===== src/rtl/debounce_edge_detect.sv =====
// Debounces a synchronous input with a four-state qualify FSM and
// emits registered rise/fall pulses plus a wrapping transition count.
module debounce_edge_detect #(
  parameter int STABLE_CYCLES = 4,
  parameter int CNT_W         = 8
) (
  input  logic             clk,
  input  logic             reset,
  input  logic             din,
  input  logic             cnt_clr,
  output logic             dout,
  output logic             rise_pulse,
  output logic             fall_pulse,
  output logic             busy,
  output logic [CNT_W-1:0] edge_count
);

  localparam int QW = $clog2(STABLE_CYCLES);
  localparam logic [QW-1:0] LAST = QW'(STABLE_CYCLES - 1);

  typedef enum logic [1:0] {
    STABLE_HI,
    CHECK_LO,
    STABLE_LO,
    CHECK_HI
  } state_t;

  state_t          state, state_n;
  logic [QW-1:0]   qcnt, qcnt_n;
  logic            dout_n;
  logic            rise_n, fall_n;
  logic            acc;
  logic [CNT_W-1:0] cnt_n;

  always_ff @(posedge clk or posedge reset) begin
    if (reset) begin
      state      <= STABLE_HI;
      qcnt       <= '0;
      dout       <= 1'b1;
      rise_pulse <= 1'b0;
      fall_pulse <= 1'b0;
      edge_count <= '0;
    end else begin
      state      <= state_n;
      qcnt       <= qcnt_n;
      dout       <= dout_n;
      rise_pulse <= rise_n;
      fall_pulse <= fall_n;
      edge_count <= cnt_n;
    end
  end

  always_comb begin
    state_n = state;
    qcnt_n  = qcnt;
    dout_n  = dout;
    rise_n  = 1'b0;
    fall_n  = 1'b0;
    acc     = 1'b0;
    unique case (state)
      STABLE_HI: begin
        if (!din) begin
          state_n = CHECK_LO;
          qcnt_n  = QW'(1);
        end
      end
      CHECK_LO: begin
        if (din) begin
          state_n = STABLE_HI;
          qcnt_n  = '0;
        end else if (qcnt == LAST) begin
          state_n = STABLE_LO;
          qcnt_n  = '0;
          dout_n  = 1'b0;
          fall_n  = 1'b1;
          acc     = 1'b1;
        end else begin
          qcnt_n = qcnt + QW'(1);
        end
      end
      STABLE_LO: begin
        if (din) begin
          state_n = CHECK_HI;
          qcnt_n  = QW'(1);
        end
      end
      CHECK_HI: begin
        if (!din) begin
          state_n = STABLE_LO;
          qcnt_n  = '0;
        end else if (qcnt == LAST) begin
          state_n = STABLE_HI;
          qcnt_n  = '0;
          dout_n  = 1'b1;
          rise_n  = 1'b1;
          acc     = 1'b1;
        end else begin
          qcnt_n = qcnt + QW'(1);
        end
      end
    endcase
  end

  // A clear that lands on an acceptance still records that transition.
  always_comb begin
    if (cnt_clr)
      cnt_n = acc ? CNT_W'(1) : '0;
    else
      cnt_n = edge_count + CNT_W'(acc);
  end

  assign busy = (state == CHECK_LO) || (state == CHECK_HI);

endmodule


===== config.mk =====
export PLATFORM = sky130hd
export DESIGN_NAME = debounce_edge_detect
export DESIGN_NICKNAME = d
export VERILOG_FILES = /design/src/rtl/debounce_edge_detect.sv
export SDC_FILE = /design/constraint.sdc
export NUM_CORES = 1
export LEC_CHECK = 0
export CAP_MARGIN = 15
export CORE_ASPECT_RATIO = 0.8
export CORE_UTILIZATION = 35
export CTS_CLUSTER_SIZE = 40
export DETAILED_ROUTE_END_ITERATION = 10
export PLACE_DENSITY = 0.72
export SLEW_MARGIN = 30
export SYNTH_ARGS = -nofsm -noshare
export SYNTH_HDL_FRONTEND = slang
export SYNTH_SLANG_ARGS = --single-unit

===== constraint.sdc =====
create_clock -name clk -period 2.9 [get_ports clk]
set_input_delay 0.58 -clock clk [delete_from_list [all_inputs] [get_ports clk]]
set_output_delay 0.58 -clock clk [all_outputs]
set_load 0.01 [all_outputs]

==> flow_summary.yaml <==
critical_path:
  startpoint_type: "input pin"
  slowest_delay_ps: 490
  worst-path-stages: 8
  worstPathArrival_ps: 2460
  cpMaxStageDelayCell: "clkdlybuf4s50_1"
  cp_top_family: "simple AND/OR/NAND/NOR gates"
  ff2ff_path_depth: 8
  crit_chain: "clkdlybuf4s50_1 -> xor2_2 -> nor2_2 -> ha_1 -> ha_1 -> nand3_2 -> or3_1 -> a21oi_1"
  required_ps: 3110
  worstPathMaxFanout: 5
  critPathKind: "in -> reg"
  crit_buf_inv: 1
  cp-end-kind: "flip-flop"
  crit_top_cell: "ha_1"
global_route:
  grt.busiest_layer: "met2"
  antenna_found_initial: 0
  gr-usage-all-layers_pct: 13.1
  grt_overflow: 0
  use_met1_pct: 15.4
  grt_pass1_wl_um: 1810
  met2_usage_pct: 19.4
  grt_max_degree: 16
  gr-usage-met3_pct: 6.67
  grt_pass1_vias: 409
sta:
  fmax_mhz: 445
  slew_violations: 0
  setup_tns_ps: 0
  clock_skew_ps: 3.00
  setup_viol: 0
  timing.hold.ws_ps: 488
  worst_slew_pin_slew_ps: 578
  hold_viol_final: 0
  fin_crit_ps: 2250
  rsz0062_at_grt: "no"
  fin_ws_ps: 651
  slew_headroom_pct: 61.4
  min_period_over_period_pct: 77.6
logic_synthesis:
  synth_seq_cells: 15
  ys_seq_area_share_pct: 56.1
  async_reset_ff_share_pct: 100
  synth_nets: 70
  synth_area_um2: 672
  yosysMostFrequentCell: "dfrtp_1"
  synth_cell_types: 24
  yosysWarningCount: 0
  yosys.area.top_type: "dfrtp_1"
  synth_edf_count: 0
  synthTopCellsByArea: "dfrtp_1, ha_1, a21oi_1"
  synth-main-ff-cell: "dfrtp_1"
  ys_top_cells_by_count: "dfrtp_1, a21oi_1, o21ai_0"
  synth.top_cell.area_share_pct: 52.1
  avgSynthCellArea_um2: 10.7
  syn_inst: 63
placed_design:
  dp_slack_ps: 357
  dp_hpwl_um: 894
  gp_congestion: 0.721
  portBuffers: 15
clock_network:
  cts_root_buf: "clkbuf_4"
  clock-sinks: 15
  cts_max_level: 1
  hold_buffers: 0
  path_clk_slew_ps: 80
  cts_resized: 0
  cts_made_buffers: 3
  cts_buffer_depth: 2
  post-cts-setup-buffers: 0
  cts_tree: "yes"
  clock_latency_ps: 280
worst_hold_path:
  min_delay_path_depth: 2
  hp-class: "reg -> reg"
drt:
  remaining_drc_errors: 0
  dr.first_iter.drc_count: 13
  via_per_inst: 5.11
  dr.pass1.iters: 4
  ant_nets: 0
  wl_per_cell_um: 12.2
  vias: 521
  routed_wl_um: 1250
layout:
  ff_latch_area_um2: 377
  syn_to_final_growth_pct: 29.2
  fillCellCount: 156
  insertedDiodeCount: 0
  multi_input_area_um2: 280
  nets: 88
  drive_above_1_share_pct: 10.0
floorplanning:
  ios: 16
  die_area_um2: 2100
  coreArea_um2: 1710
  row_count: 13
  die_y_um: 41.2
  start_util_pct: 39.3
  die_w_um: 51.0
power_and_ir_drop:
  power_density_nw_per_um2: 588
  leakage_nw: 0.372
  peakVddDrop_uv: 425
flow_run:
  cap_violations: 0
status:
  status: "complete, no violations"
[registers in the layout, indices dropped and copies added, names as in the netlist, named ones only]
signal	count
state	1
rise_pulse	1
fall_pulse	1
edge_count	8
qcnt	2
dout	1
[cell families after synthesis]
family	share of synthesized area [%]
buffers and inverters	2.24
and+or+nand+nor	18.1
muxes	1.68
adders and majority gates	5.59
DFF	56.1
xor gates and xnor gates	6.33
AOI/OAI and AO/OA	10.1
[report_power, final]
group	switching, mW	internal (mW)
sequential	0.0345	0.240
combinational	0.0571	0.0614
clock	0.0635	0.0535
[worst paths after layout]
kind / to / slack, ps / startpoint
worst max-delay path: edge_count[6] / 650 / din
worst min-delay path: dout / 490 / dout
worst max register to register: edge_count[6] / 890 / qcnt[0]
worst min register to register: dout / 490 / dout
max in group asynchronous: qcnt[0] / 1870 / reset
min in group asynchronous: fall_pulse / 650 / reset
[layout by cell type, fill, tap and decap left out, types with 2 or more instances in the layout]
cell and count:
clkdlybuf4s50_1 15, dfrtp_1 14, a21oi_1 6, o21ai_0 6, nand2_1 5, nor2_1 4
or3_1 3, nand3_1 3, ha_1 3, clkbuf_4 3, xor2_1 2, inv_1 2
[per-stage QoR]
stage	total power, mW	utilization (%)	area (um2)	cells
finish	0.510	50.8	868	102
global route	0.545	50.8	868	102
CTS	0.518	50.8	868	102
detailed placement	0.397	49.3	842	98
global placement	0.395	49.3	842	98
floorplan	0.353	-	672	63
[worst min-delay path, delay by kind of cell, from the launching register on]
family | cells | cell delay (ps)
DFF | 1 | 380
AOI/OAI and AO/OA | 1 | 60
and+or+nand+nor | 1 | 50
[layer usage]
layer / up-vias / share of wire (%)
met4: 0 / 2.3
li1: 251 / -
met2: 18 / 42
met5: - / 0
met3: 5 / 7.3
met1: 247 / 48
[final cells by class]
type / count / share of cell area [%]
flip-flops and latches: 15 / 43.4
multi-input cells: 44 / 32.3
repair buffers: 15 / 17.3
well taps: 22 / 3.17
clock buffers: 4 / 3.03
inverters: 2 / 0.865
(Power assumes the default switching activity.)
